$ cat config.mk
export PLATFORM = sky130hd
export DESIGN_NAME = ram_burst_ctrl_flat
export DESIGN_NICKNAME = d
export VERILOG_FILES = /design/src/rtl/ram_burst_ctrl_if.sv /design/src/rtl/ram_burst_ctrl.sv /design/src/flat_wrapper.sv
export SDC_FILE = /design/constraint.sdc
export NUM_CORES = 1
export LEC_CHECK = 0
export CAP_MARGIN = 20
export CORE_AREA = 3 3 61 63
export CTS_CLUSTER_DIAMETER = 150
export DETAILED_ROUTE_END_ITERATION = 16
export DIE_AREA = 0 0 64 66
export DONT_BUFFER_PORTS = 1
export PLACE_DENSITY = 0.62
export REMOVE_ABC_BUFFERS = 1
export SLEW_MARGIN = 10
export SYNTH_ARGS = -nofsm -noshare
export SYNTH_HDL_FRONTEND = slang
export SYNTH_SLANG_ARGS = --single-unit
$ cat constraint.sdc
create_clock -name clk -period 2 [get_ports clk]
set_clock_uncertainty 0.1 [all_clocks]
set_input_delay 0.2 -clock clk [delete_from_list [all_inputs] [get_ports clk]]
set_output_delay 0.2 -clock clk [all_outputs]
set_load 0.005 [all_outputs]
$ cat src/rtl/ram_burst_ctrl_if.sv
// ram_burst_ctrl_if: client-side request / write-beat / read-beat bus of the RAM burst controller.
`default_nettype none

interface ram_burst_ctrl_if #(
  parameter int Data_width = 32,
  parameter int Addr_width = 7,
  parameter int Len_width  = 4
);
  logic                  req_valid;
  logic                  req_ready;
  logic                  req_write;
  logic [Addr_width-1:0] req_addr;
  logic [Len_width-1:0]  req_len;
  logic                  wdata_valid;
  logic                  wdata_ready;
  logic [Data_width-1:0] wdata;
  logic                  rdata_valid;
  logic [Data_width-1:0] rdata;
  logic                  rdata_last;

  modport master (
    output req_valid, req_write, req_addr, req_len, wdata_valid, wdata,
    input  req_ready, wdata_ready, rdata_valid, rdata, rdata_last
  );

  modport slave (
    input  req_valid, req_write, req_addr, req_len, wdata_valid, wdata,
    output req_ready, wdata_ready, rdata_valid, rdata, rdata_last
  );
endinterface

`default_nettype wire

$ cat src/rtl/ram_burst_ctrl.sv
// ram_burst_ctrl: burst sequencer for a single-port synchronous RAM (one beat per cycle).
// Optional memory-clear engine enabled by defining RAM_CTRL_CLEAR_EN. Rev 1.0
`default_nettype none

module ram_burst_ctrl #(
  parameter int Data_width = 32,
  parameter int Addr_width = 7,
  parameter int Len_width  = 4
) (
  input  wire logic                  clk,
  input  wire logic                  reset,
  ram_burst_ctrl_if.slave            bus,
  output logic                       busy,
  input  wire logic                  clr_start,
  output logic                       clr_done,
  output logic                       ram_we,
  output logic [Addr_width-1:0]      ram_address,
  output logic [Data_width-1:0]      ram_d,
  input  wire logic [Data_width-1:0] ram_q
);

  localparam logic [Addr_width-1:0] c_addr_one = 1;
  localparam logic [Len_width-1:0]  c_len_one  = 1;

  typedef enum logic [1:0] {
    S_IDLE  = 2'd0,
    S_WRITE = 2'd1,
`ifdef RAM_CTRL_CLEAR_EN
    S_READ  = 2'd2,
    S_CLEAR = 2'd3
`else
    S_READ  = 2'd2
`endif
  } state_t;

  state_t                r_state, w_state_nxt;
  logic [Addr_width-1:0] r_addr, w_addr_nxt;
  logic [Len_width-1:0]  r_beats, w_beats_nxt;
  logic                  r_rd_valid, r_rd_last, r_clr_done;
  logic                  w_rd_issue, w_rd_last, w_clr_fin;

  always_ff @(posedge clk) begin
    if (reset) begin
      r_state    <= S_IDLE;
      r_addr     <= '0;
      r_beats    <= '0;
      r_rd_valid <= 1'b0;
      r_rd_last  <= 1'b0;
      r_clr_done <= 1'b0;
    end else begin
      r_state    <= w_state_nxt;
      r_addr     <= w_addr_nxt;
      r_beats    <= w_beats_nxt;
      r_rd_valid <= w_rd_issue;
      r_rd_last  <= w_rd_last;
      r_clr_done <= w_clr_fin;
    end
  end

  always_comb begin
    w_state_nxt     = r_state;
    w_addr_nxt      = r_addr;
    w_beats_nxt     = r_beats;
    w_rd_issue      = 1'b0;
    w_rd_last       = 1'b0;
    w_clr_fin       = 1'b0;
    bus.req_ready   = 1'b0;
    bus.wdata_ready = 1'b0;
    ram_we          = 1'b0;
    ram_d           = bus.wdata;

    case (r_state)
      S_IDLE: begin
        bus.req_ready = 1'b1;
`ifdef RAM_CTRL_CLEAR_EN
        // A pending clear outranks any request presented in the same cycle.
        if (clr_start) begin
          bus.req_ready = 1'b0;
          w_addr_nxt    = '0;
          w_state_nxt   = S_CLEAR;
        end else
`endif
        if (bus.req_valid) begin
          w_addr_nxt  = bus.req_addr;
          w_beats_nxt = bus.req_len;
          w_state_nxt = bus.req_write ? S_WRITE : S_READ;
        end
      end

      S_WRITE: begin
        bus.wdata_ready = 1'b1;
        ram_we          = bus.wdata_valid;
        if (bus.wdata_valid) begin
          w_addr_nxt  = r_addr + c_addr_one;
          w_beats_nxt = r_beats - c_len_one;
          if (r_beats == '0) w_state_nxt = S_IDLE;
        end
      end

      S_READ: begin
        w_rd_issue  = 1'b1;
        w_addr_nxt  = r_addr + c_addr_one;
        w_beats_nxt = r_beats - c_len_one;
        if (r_beats == '0) begin
          w_rd_last   = 1'b1;
          w_state_nxt = S_IDLE;
        end
      end

`ifdef RAM_CTRL_CLEAR_EN
      S_CLEAR: begin
        ram_we     = 1'b1;
        ram_d      = '0;
        w_addr_nxt = r_addr + c_addr_one;
        // The address counter doubles as the clear counter; all-ones is the final word.
        if (r_addr == '1) begin
          w_clr_fin   = 1'b1;
          w_state_nxt = S_IDLE;
        end
      end
`endif

      default: w_state_nxt = S_IDLE;
    endcase
  end

  assign ram_address     = r_addr;
  assign busy            = (r_state != S_IDLE);
  assign bus.rdata       = ram_q;
  assign bus.rdata_valid = r_rd_valid;
  assign bus.rdata_last  = r_rd_last;

`ifdef RAM_CTRL_CLEAR_EN
  assign clr_done = r_clr_done;
`else
  logic w_unused_clr;
  assign w_unused_clr = clr_start ^ r_clr_done;
  assign clr_done     = 1'b0;
`endif

endmodule

`default_nettype wire

$ cat src/flat_wrapper.sv
// flat-port wrapper written by rule: the top's interface ports become plain ports
module ram_burst_ctrl_flat 
#(
  parameter int Data_width = 32,
  parameter int Addr_width = 7,
  parameter int Len_width  = 4
)
  (clk, reset, busy, clr_start, clr_done, ram_we, ram_address, ram_d, ram_q, bus_req_valid, bus_req_write, bus_req_addr, bus_req_len, bus_wdata_valid, bus_wdata, bus_req_ready, bus_wdata_ready, bus_rdata_valid, bus_rdata, bus_rdata_last);
  ram_burst_ctrl_if #(.Data_width(Data_width), .Addr_width(Addr_width), .Len_width(Len_width)) bus_i ();
  input  wire logic clk;
  input  wire logic reset;
  output logic busy;
  input  wire logic clr_start;
  output logic clr_done;
  output logic ram_we;
  output logic [Addr_width-1:0] ram_address;
  output logic [Data_width-1:0] ram_d;
  input  wire logic [Data_width-1:0] ram_q;
  input wire logic [$bits(bus_i.req_valid)-1:0] bus_req_valid;
  input wire logic [$bits(bus_i.req_write)-1:0] bus_req_write;
  input wire logic [$bits(bus_i.req_addr)-1:0] bus_req_addr;
  input wire logic [$bits(bus_i.req_len)-1:0] bus_req_len;
  input wire logic [$bits(bus_i.wdata_valid)-1:0] bus_wdata_valid;
  input wire logic [$bits(bus_i.wdata)-1:0] bus_wdata;
  output wire logic [$bits(bus_i.req_ready)-1:0] bus_req_ready;
  output wire logic [$bits(bus_i.wdata_ready)-1:0] bus_wdata_ready;
  output wire logic [$bits(bus_i.rdata_valid)-1:0] bus_rdata_valid;
  output wire logic [$bits(bus_i.rdata)-1:0] bus_rdata;
  output wire logic [$bits(bus_i.rdata_last)-1:0] bus_rdata_last;
  assign bus_i.req_valid = bus_req_valid;
  assign bus_i.req_write = bus_req_write;
  assign bus_i.req_addr = bus_req_addr;
  assign bus_i.req_len = bus_req_len;
  assign bus_i.wdata_valid = bus_wdata_valid;
  assign bus_i.wdata = bus_wdata;
  assign bus_req_ready = bus_i.req_ready;
  assign bus_wdata_ready = bus_i.wdata_ready;
  assign bus_rdata_valid = bus_i.rdata_valid;
  assign bus_rdata = bus_i.rdata;
  assign bus_rdata_last = bus_i.rdata_last;
  ram_burst_ctrl #(.Data_width(Data_width), .Addr_width(Addr_width), .Len_width(Len_width)) u_core (.clk(clk), .reset(reset), .bus(bus_i), .busy(busy), .clr_start(clr_start), .clr_done(clr_done), .ram_we(ram_we), .ram_address(ram_address), .ram_d(ram_d), .ram_q(ram_q));
endmodule
==> results of run 1 <==
stage by stage:
step                      util (%)  setup slack (ns)  area, um2  cells  hold WS (ns)
final                         32.4             0.131       1060    165        0.0228
after global routing          32.4            0.0277       1060    165        0.0530
after CTS                     32.0             0.117       1050    165        0.0143
after detailed placement      30.2             0.148        993    158         0.176
after global placement        30.2             0.199        993    158         0.171
after floorplan                  -             0.142        891    106         0.169
worst reg2reg max path: stages, from the launching register on:
cell     delay [ns]
dfxtp_1        0.40
inv_1          0.11
ha_1           0.23
nor2b_2        0.21
or3_4          0.42
o21ai_0        0.19
a21oi_1        0.09
power breakdown:
| group | switching, mW | internal (mW) |
|---|---|---|
| sequential | 0.104 | 0.377 |
| clock | 0.102 | 0.0741 |
| combinational | 0.323 | 0.309 |
layout by cell type, fill, tap and decap left out, drive strengths merged, types with 5 or more instances in the layout:
cell,n
dfxtp,15
inv,12
nor2b,6
nand3,5
o21ai,10
ha,6
a21oi,10
buf,6
area by class of cell:
cell class              instances  area, um2
clock buffers                   3       22.5
well taps                      46       57.6
fillers                       359       2220
clock inverters                 1       5.00
flip-flops and latches         15        300
inverters                      12       45.0
multi-input cells              79        558
repair buffers                  9       75.1
state kept, by name, indices dropped and copies added (netlist names):
register / count
u_core.bus.rdata_last: 1
u_core.bus.rdata_valid: 1
u_core.r_beats: 4
u_core.r_state: 2
u_core.ram_address: 7
routing by layer:
layer,wire length [um],share of wire (%),vias up
li1,-,-,405
met2,3880,55,139
met1,1010,14,433
met4,470,6.7,0
met3,1700,24,20
met5,0,0,-
how the worst max path moves through the flow:
stage | start | end | slack, ns | depth (start not counted)
global route | u_core.r_state[1]$_SDFFE_PP0P_ | u_core.ram_address[2]$_SDFFE_PP0P_ | 0.03 | 6
detailed placement | u_core.r_state[0]$_SDFFE_PP0P_ | u_core.ram_address[5]$_SDFFE_PP0P_ | 0.15 | 6
finish | u_core.r_state[1]$_SDFFE_PP0P_ | u_core.r_beats[0]$_SDFFE_PP0P_ | 0.13 | 6
CTS | u_core.r_state[0]$_SDFFE_PP0P_ | u_core.r_beats[0]$_SDFFE_PP0P_ | 0.12 | 6
global placement | u_core.r_state[0]$_SDFFE_PP0P_ | u_core.ram_address[5]$_SDFFE_PP0P_ | 0.20 | 6
floorplan | u_core.r_state[0]$_SDFFE_PP0P_ | u_core.ram_address[5]$_SDFFE_PP0P_ | 0.14 | 6
timing repair:
item / CTS / global route
hold endpoints to repair: 15 / 0
resized for setup: 0 / 3
setup endpoints to repair: 0 / 3
setup buffers: 0 / 0
hold buffers: 3 / 0
logic make-up after synthesis:
family / count (synthesis) / share of synthesized area (%)
DFF: 15 / 21.4
AOI/OAI and AO/OA: 33 / 14.8
adders and majority gates: 6 / 5.36
muxes: 4 / 2.86
buffers and inverters: 82 / 39.6
and+or+nand+nor: 35 / 15.6
other: 1 / 0.268
==> qor.csv, run 1 <==
stage,metric,value,unit
status,status,completed,
setup_path,r2r-end,u_core.r_beats[0]$_SDFFE_PP0P_,
logic_synthesis,post-synth-top-count-cell,buf_4,
sta,slew_headroom,57.6,%
detailed_routing,drt_iter0_drc,77,
setup_path,arrival,1.91,ns
logic_synthesis,synthCells,176,
setup_path,crit_buf_inv,1,
detailed_routing,ant_nets,0,
logic_synthesis,synth_ff_type,dfxtp_1,
setup_path,end_kind,flop,
clocking,cts_tree,yes,
logic_synthesis,synth_largest_area_cell,buf_4,
logic_synthesis,ys_types,35,
floorplanning,rows,21,
detailed_routing,drc,0,
clocking,clk_latency,0.28,ns
hold_path,hold-path-endpoint,u_core.ram_address[4]$_SDFFE_PP0P_,
logic_synthesis,synth_area,1400,um2
setup_path,rrSetupSlack,0.13,ns
setup_path,slowest_delay,0.41,ns
detailed_routing,via_per_inst,6.04,
detailed_routing,drt-wirelength-per-cell,42.8,um
clocking,cts.clk_slew.worst_paths,0.10,ns
setup_path,r2r-start,u_core.r_state[1]$_SDFFE_PP0P_,
clocking,clock-sinks,15,
floorplanning,core,3280,um2
placed_design,portBuffers,0,
finish,syn2layout_area_growth,-24.1,%
setup_path,cp_top_family,simple AND/OR/NAND/NOR gates,
logic_synthesis,ys_ff_latch,15,
setup_path,slowest_stage,or3_4,
placed_design,hpwl,6480,um
hold_path,worstHoldPathType,input pin to flop,
sta,slew_viol_final,0,
logic_synthesis,synth_warnings,0,
global_route,grt-ovfl-total,0,
logic_synthesis,synth_seq_area_share,21.4,%
global_route,grt_use_met1,13.1,%
logic_synthesis,async_flop_share,0,%
pwr,irDropWorstVdd,0.195,mV
setup_path,worstPathCellList,"inv_1, ha_1, nor2b_2, or3_4, o21ai_0, a21oi_1",
sta,setup_tns,0,ns
clocking,cts_root_buf,clkbuf_4,
global_route,gr-usage-all-layers,32.5,%
hold_path,min_path_cells,2,
sta,min_period,1.87,ns
flow_run,maxCapViolations,0,
logic_synthesis,synth_commonest_cells,"65 x buf_4, 15 x dfxtp_1, 12 x inv_1",
setup_path,path_class,flop to flop,
clocking,clockBufferDepth,2,
placed_design,gp_congestion,0.980,
sta,hold_viol,0,
logic_synthesis,synth-edff-count,0,
setup_path,worstPathMaxFanout,6,
floorplanning,die_x,64,um
finish,antennaDiodeCount,0,
finish,drive_gt1_share,14.3,%
setup_path,rr_worst_depth,6,
floorplanning,ioPinCount,159,
clocking,htree_levels,1,
detailed_routing,vias,997,
global_route,grt_pass1_wl,8780,um
global_route,busiest_layer,met2,
floorplanning,die_h,66,um
hold_path,hp-start,bus_req_addr[4],
clocking,numCtsBuffers,3,
logic_synthesis,ys_top_cells_by_area,"buf_4 35%, dfxtp_1 21%, ha_1 5.4%",
setup_path,required,2.05,ns
sta,timing.final.crit_share,93.5,%
global_route,grt_util_met3,36.9,%
global_route,grt_pass1_vias,921,
sta,fmax,535,MHz
floorplanning,die-area,4220,um2
sta,max_slew.worst_pin.slew,0.634,ns
detailed_routing,wl,7060,um
pwr,p_leak,0.404,nW
setup_path,start_kind,flop,
global_route,antenna_found_initial,0,
pwr,p_total,1.29,mW
global_route,grt_max_degree,16,
floorplanning,start_util,42.7,%
logic_synthesis,synth.top_cell.area_share,34.8,%
global_route,grt_use_met2,62.2,%
sta,setup-violations-final,0,
pwr,powerDensity,1210,nW/um2
finish,nNetsFinal,207,
detailed_routing,dr.pass1.iters,6,
logic_synthesis,postSynthAreaPerCell,7.96,um2
sta,rsz0062_at_grt,false,
No activity file was read; power rests on OpenSTA's default activity.
==> run 2: changes to the inputs <==
Settings changed: ABC_AREA from default to 1.
==> run 2 against run 1 <==
Non-clock buffer count fell by 7; register-to-register slack improved by 0.18 ns; wire length is 1.3% lower; clock-buffer cell count rose by 1; via count increased by 2.3%; synthesized cell count rose by 15%; sequential power is 8.3% higher; total power rose by 22%; highest routed layer unchanged; sequential share of layout area grew 1.6 points; global-route usage up 0.16 points.
==> qor.csv, run 2 <==
stage,metric,value,unit
clocking,cts_tree,yes,
sta,timing.final.crit_share,84.6,%
finish,nNetsFinal,228,
clocking,clk_latency,0.29,ns
detailed_routing,ant_nets,0,
pwr,p_leak,0.470,nW
setup_path,required,2.13,ns
detailed_routing,drc,0,
finish,syn2layout_area_growth,-29.2,%
logic_synthesis,ys_ff_latch,15,
sta,setup_tns,0,ns
logic_synthesis,synth.top_cell.area_share,34.9,%
global_route,grt_pass1_wl,8900,um
logic_synthesis,post-synth-top-count-cell,buf_4,
detailed_routing,dr.pass1.iters,4,
global_route,antenna_found_initial,0,
setup_path,r2r-start,u_core.r_state[0]$_SDFFE_PP0P_,
logic_synthesis,ys_types,26,
placed_design,portBuffers,0,
setup_path,worstPathMaxFanout,14,
placed_design,hpwl,6360,um
setup_path,path_class,flop to flop,
sta,setup-violations-final,0,
setup_path,start_kind,flop,
clocking,cts_root_buf,clkbuf_4,
hold_path,hold-path-endpoint,u_core.r_state[0]$_SDFFE_PP0P_,
global_route,grt_max_degree,15,
floorplanning,die_x,64,um
sta,min_period,1.69,ns
global_route,grt-ovfl-total,0,
hold_path,hp-start,bus_req_write,
detailed_routing,via_per_inst,5.48,
flow_run,maxCapViolations,0,
logic_synthesis,synth_commonest_cells,"66 x buf_4, 28 x nand2_1, 19 x inv_1",
floorplanning,ioPinCount,159,
floorplanning,die_h,66,um
status,status,completed,
hold_path,worstHoldPathType,input pin to flop,
logic_synthesis,synth-edff-count,0,
floorplanning,rows,21,
setup_path,rr_worst_depth,7,
setup_path,r2r-end,u_core.r_beats[0]$_SDFFE_PP0P_,
clocking,clock-sinks,15,
setup_path,arrival,1.82,ns
finish,largest_register_ffs,7,
logic_synthesis,async_flop_share,0,%
sta,rsz0062_at_grt,false,
finish,layout_commonest_cell,nand2_1,
floorplanning,start_util,43.2,%
finish,finish.instance_area,1010,um2
finish,final_cell_mix,"28 x nand2_1, 19 x inv_1, 15 x nor2_1, 15 x dfxtp_1",
pwr,irDropWorstVdd,0.576,mV
global_route,gr-usage-all-layers,32.7,%
placed_design,gp_congestion,1.02,
clocking,post_cts_resized,0,
clocking,numCtsBuffers,3,
placed_design,place_area,970,um2
detailed_routing,wl,6970,um
pwr,powerDensity,1570,nW/um2
logic_synthesis,synth_warnings,0,
logic_synthesis,synth-compound-area-share,11.2,%
hold_path,min_path_cells,2,
sta,slew_viol_final,0,
floorplanning,core,3280,um2
logic_synthesis,synthCells,203,
clocking,cts.clk_slew.worst_paths,0.09,ns
logic_synthesis,synth_seq_area_share,21.1,%
logic_synthesis,ys_top_cells_by_area,"buf_4 35%, dfxtp_1 21%, nand2_1 7.4%",
clocking,clockBufferDepth,2,
logic_synthesis,synth_area,1420,um2
sta,fmax,591,MHz
sta,hold_viol,0,
detailed_routing,drt-wirelength-per-cell,37.5,um
finish,antennaDiodeCount,0,
logic_synthesis,synth_largest_area_cell,buf_4,
logic_synthesis,synth_mux_area_share,0,%
floorplanning,die-area,4220,um2
logic_synthesis,postSynthAreaPerCell,7.00,um2
global_route,grt_pass1_vias,900,
logic_synthesis,synth_top_family_by_area,buffers and inverters,
detailed_routing,vias,1020,
logic_synthesis,synth_xor_area_share,0,%
setup_path,rrSetupSlack,0.31,ns
detailed_routing,drt_iter0_drc,43,
logic_synthesis,synthSimpleGateAreaFrac,20.1,%
logic_synthesis,synthAdderAreaFrac,5.29,%
clocking,htree_levels,1,
logic_synthesis,synth_ff_type,dfxtp_1,
finish,drive_gt1_share,9.29,%
setup_path,end_kind,flop,
run 2: changes by cell type after synthesis, moves of 4 or more:
cell,previous run,this run
nand2_1,4,28
nor2_1,4,15
o21ai_1,0,11
inv_1,12,19
o21ai_0,10,3
nand3_1,5,10
nor2b_1,5,0
mux2i_1,4,0
run 2: what timing repair did:
action,in CTS,in global routing
setup buffers,0,0
endpoints found under the setup margin,0,0
hold endpoints to repair,7,0
hold buffers,1,0
run 2: worst max path at each step:
| stage | startpoint | endpoint | slack (ns) | depth (start not counted) |
|---|---|---|---|---|
| floorplan | u_core.r_state[0]$_SDFFE_PP0P_ | u_core.ram_address[5]$_SDFFE_PP0P_ | 0.44 | 5 |
| CTS | u_core.r_state[0]$_SDFFE_PP0P_ | u_core.r_beats[0]$_SDFFE_PP0P_ | 0.33 | 6 |
| global placement | u_core.r_state[0]$_SDFFE_PP0P_ | u_core.r_beats[0]$_SDFFE_PP0P_ | 0.36 | 7 |
| global route | u_core.r_state[0]$_SDFFE_PP0P_ | u_core.r_beats[0]$_SDFFE_PP0P_ | 0.16 | 7 |
| detailed placement | u_core.r_state[0]$_SDFFE_PP0P_ | u_core.r_beats[0]$_SDFFE_PP0P_ | 0.34 | 6 |
| finish | u_core.r_state[0]$_SDFFE_PP0P_ | u_core.r_beats[0]$_SDFFE_PP0P_ | 0.31 | 7 |
run 2: metal layers:
metal,share of wire (%),vias to the layer above,global-route usage (%)
met3,25,26,40.1
met1,17,414,16.2
met4,4.8,0,12.9
met2,53,137,60.1
li1,-,443,-
met5,0,-,0
run 2: power by group:
| group | internal [mW] | switching [mW] | total [mW] |
|---|---|---|---|
| logic | 0.314 | 0.558 | 0.873 |
| clock network | 0.0776 | 0.106 | 0.184 |
| registers | 0.410 | 0.111 | 0.521 |
run 2: layout make-up:
type	instances	area, um2
clock buffers	4	26.3
fillers	372	2280
inverters	21	81.3
multi-input cells	98	523
flip-flops and latches	15	300
well taps	46	57.6
repair buffers	2	17.5
run 2: per-stage QoR:
step	util [%]	std cells	power, mW	hold slack (ns)	setup slack, ns
final	30.6	186	1.58	0.0109	0.308
after detailed placement	29.5	181	1.38	0.167	0.345
after global routing	30.6	186	1.73	0.0437	0.156
after global placement	29.5	181	1.37	0.164	0.361
after CTS	30.6	186	1.57	0.0121	0.332
after floorplan	-	134	1.18	0.162	0.445
run 2: cells by family (layout without fill, tap and decap cells):
| kind of cell | after synthesis | after routing |
|---|---|---|
| other cells | 1 | 1 |
| fa+ha+maj | 6 | 6 |
| flops | 15 | 15 |
| compound gates | 29 | 29 |
| simple gates | 62 | 62 |
| buf+inv | 90 | 27 |
run 2: worst max-delay path, stage by stage (launching register included):
cell and delay, ns:
dfxtp_1 0.39, inv_1 0.08, ha_1 0.42, inv_2 0.25
nand2_1 0.08, o21ai_0 0.08, o21ai_1 0.09, a21oi_1 0.12
==> run 3: changes to the inputs <==
Settings changed: ABC_AREA 1 to 0.
Clock period 2 ns to 1.75 ns, I/O delays scaled along.
==> run 3 against run 2 <==
Wire length is 3.6% higher; clock power is 15% higher; combinational power is 6.2% higher; largest cell class unchanged; die area stayed put; total power is 5.5% higher; highest routed layer is now met5; register-to-register slack worse by 0.30 ns; critical path type unchanged; core utilization is 6.8 points higher; sequential share of layout area is 5.0 points lower; final area is 22% higher.
==> qor.csv, run 3 (synthesized netlist as in run 1, its figures left out) <==
stage,metric,value,unit
setup_path,r2r-end,u_core.r_state[1]$_SDFFE_PP0P_,
setup_path,worstPathMaxFanout,3,
finish,antennaDiodeCount,0,
sta,fmax,574,MHz
setup_path,required,1.81,ns
finish,drive_gt1_share,31.3,%
finish,final_util,37.4,%
pwr,irDropWorstVdd,0.288,mV
detailed_routing,drc,0,
sta,min_period,1.74,ns
finish,nNetsFinal,222,
setup_path,rrSetupSlack,0.009,ns
detailed_routing,vias,1086,
detailed_routing,dr.pass1.iters,6,
setup_path,critPathLaunch,u_core.r_beats[1]$_SDFFE_PP0P_,
detailed_routing,ant_nets,0,
setup_path,cp-endpoint,u_core.r_state[1]$_SDFFE_PP0P_,
global_route,grt-ovfl-total,0,
sta,max_slew.worst_pin.slew,0.639,ns
flow_run,maxCapViolations,0,
floorplanning,die_h,66,um
global_route,grt_max_degree,28,
status,status,completed,
clocking,clockBufferDepth,2,
floorplanning,rows,21,
global_route,antenna_found_initial,0,
finish,syn2layout_area_growth,-12.2,%
finish,largest_register_ffs,7,
clocking,numCtsBuffers,3,
floorplanning,ioPinCount,159,
sta,timing.final.crit_share,99.5,%
hold_path,worstHoldPathType,input pin to flop,
setup_path,arrival,1.80,ns
sta,slew_viol_final,0,
setup_path,rr_worst_depth,6,
setup_path,path_class,flop to flop,
floorplanning,die_x,64,um
clocking,cts_root_buf,clkbuf_4,
floorplanning,core,3280,um2
finish,final_cell_mix,"16 x buf_4, 11 x dfxtp_1, 10 x a21oi_1, 8 x o21ai_0, 8 x inv_1",
placed_design,portBuffers,0,
detailed_routing,wl,7220,um
setup_path,end_kind,flop,
sta,slew_headroom,57.3,%
detailed_routing,via_per_inst,6.03,
sta,setup-violations-final,0,
floorplanning,die-area,4220,um2
finish,seq_area,305,um2
pwr,p_leak,0.486,nW
global_route,grt_pass1_wl,8960,um
detailed_routing,drt_iter0_drc,57,
setup_path,start_kind,flop,
sta,rsz0062_at_grt,true,
pwr,p_total,1.66,mW
clocking,cts_tree,yes,
finish,layout_commonest_cell,buf_4,
clocking,cts.clk_slew.worst_paths,0.10,ns
setup_path,r2r-start,u_core.r_beats[1]$_SDFFE_PP0P_,
floorplanning,start_util,42.7,%
clocking,clk_latency,0.29,ns
finish,fillers,344,
finish,multi_input_area,582,um2
global_route,grt_pass1_vias,1043,
clocking,clock-sinks,15,
placed_design,hpwl,6510,um
global_route,gr-usage-all-layers,33.1,%
placed_design,gp_congestion,1.03,
clocking,htree_levels,1,
sta,hold_viol,0,
pwr,powerDensity,1350,nW/um2
detailed_routing,drt-wirelength-per-cell,40.1,um
[run 3: per-stage QoR]
| step | setup WS (ns) | hold slack, ns | instances | instance area (um2) | setup TNS, ns |
|---|---|---|---|---|---|
| CTS | 0.000480 | 0.00791 | 175 | 1150 | 0 |
| global route | -0.0769 | 0.00903 | 180 | 1230 | -0.0937 |
| global placement | 0.0694 | 0.147 | 166 | 1070 | 0 |
| finish | 0.00855 | 0.00752 | 180 | 1230 | 0 |
| detailed placement | -0.0147 | 0.148 | 166 | 1070 | -0.0179 |
| floorplan | -0.108 | 0.144 | 106 | 891 | -0.170 |
[run 3: area by class of cell]
cell class | count | share of cell area, %
Clock inverter | 1 | 0.407
Tap cell | 46 | 4.68
Inverter | 12 | 3.66
Multi-Input combinational cell | 79 | 47.3
Timing Repair Buffer | 24 | 17.3
Clock buffer | 3 | 1.83
Sequential cell | 15 | 24.8
[run 3: report_power, final]
part | leakage (nW) | switching (mW) | internal (mW)
Clock | 0.0177 | 0.127 | 0.0851
Sequential | 0.125 | 0.0896 | 0.435
Combinational | 0.343 | 0.446 | 0.481
[run 3: worst min-delay path by stage]
stage / from / endpoint / slack [ns] / cells after the start
after floorplan: reset / u_core.r_beats[0]$_SDFFE_PP0P_ / 0.14 / 1
after global placement: reset / u_core.r_beats[2]$_SDFFE_PP0P_ / 0.15 / 1
after detailed placement: reset / u_core.r_beats[3]$_SDFFE_PP0P_ / 0.15 / 1
after CTS: bus_req_len[0] / u_core.r_beats[0]$_SDFFE_PP0P_ / 0.008 / 2
after global routing: bus_req_len[1] / u_core.r_beats[1]$_SDFFE_PP0P_ / 0.009 / 2
final: bus_req_len[1] / u_core.r_beats[1]$_SDFFE_PP0P_ / 0.008 / 2
[run 3: what timing repair did]
| action | CTS | global route |
|---|---|---|
| buffers inserted | 0 | 5 |
| resized for setup | 3 | 16 |
| pin swaps | 1 | 8 |
| endpoints found under the setup margin | 3 | 10 |
| hold buffers | 5 | 0 |
| hold endpoints to repair | 15 | 0 |
[run 3: per-layer routing]
| layer | vias to the layer above | GRT usage [%] | wire, um |
|---|---|---|---|
| li1 | 437 | - | - |
| met4 | 2 | 27.8 | 637 |
| met2 | 149 | 60.9 | 3810 |
| met1 | 464 | 15.3 | 1230 |
| met3 | 34 | 32.7 | 1510 |
| met5 | - | 5.56 | 27 |
[run 3: worst max-delay path: stages, from the launching register on]
cell,delay (ns)
dfxtp_2,0.35
inv_2,0.06
ha_4,0.12
or3b_4,0.39
a211oi_4,0.29
mux2i_1,0.23
nor2_1,0.06
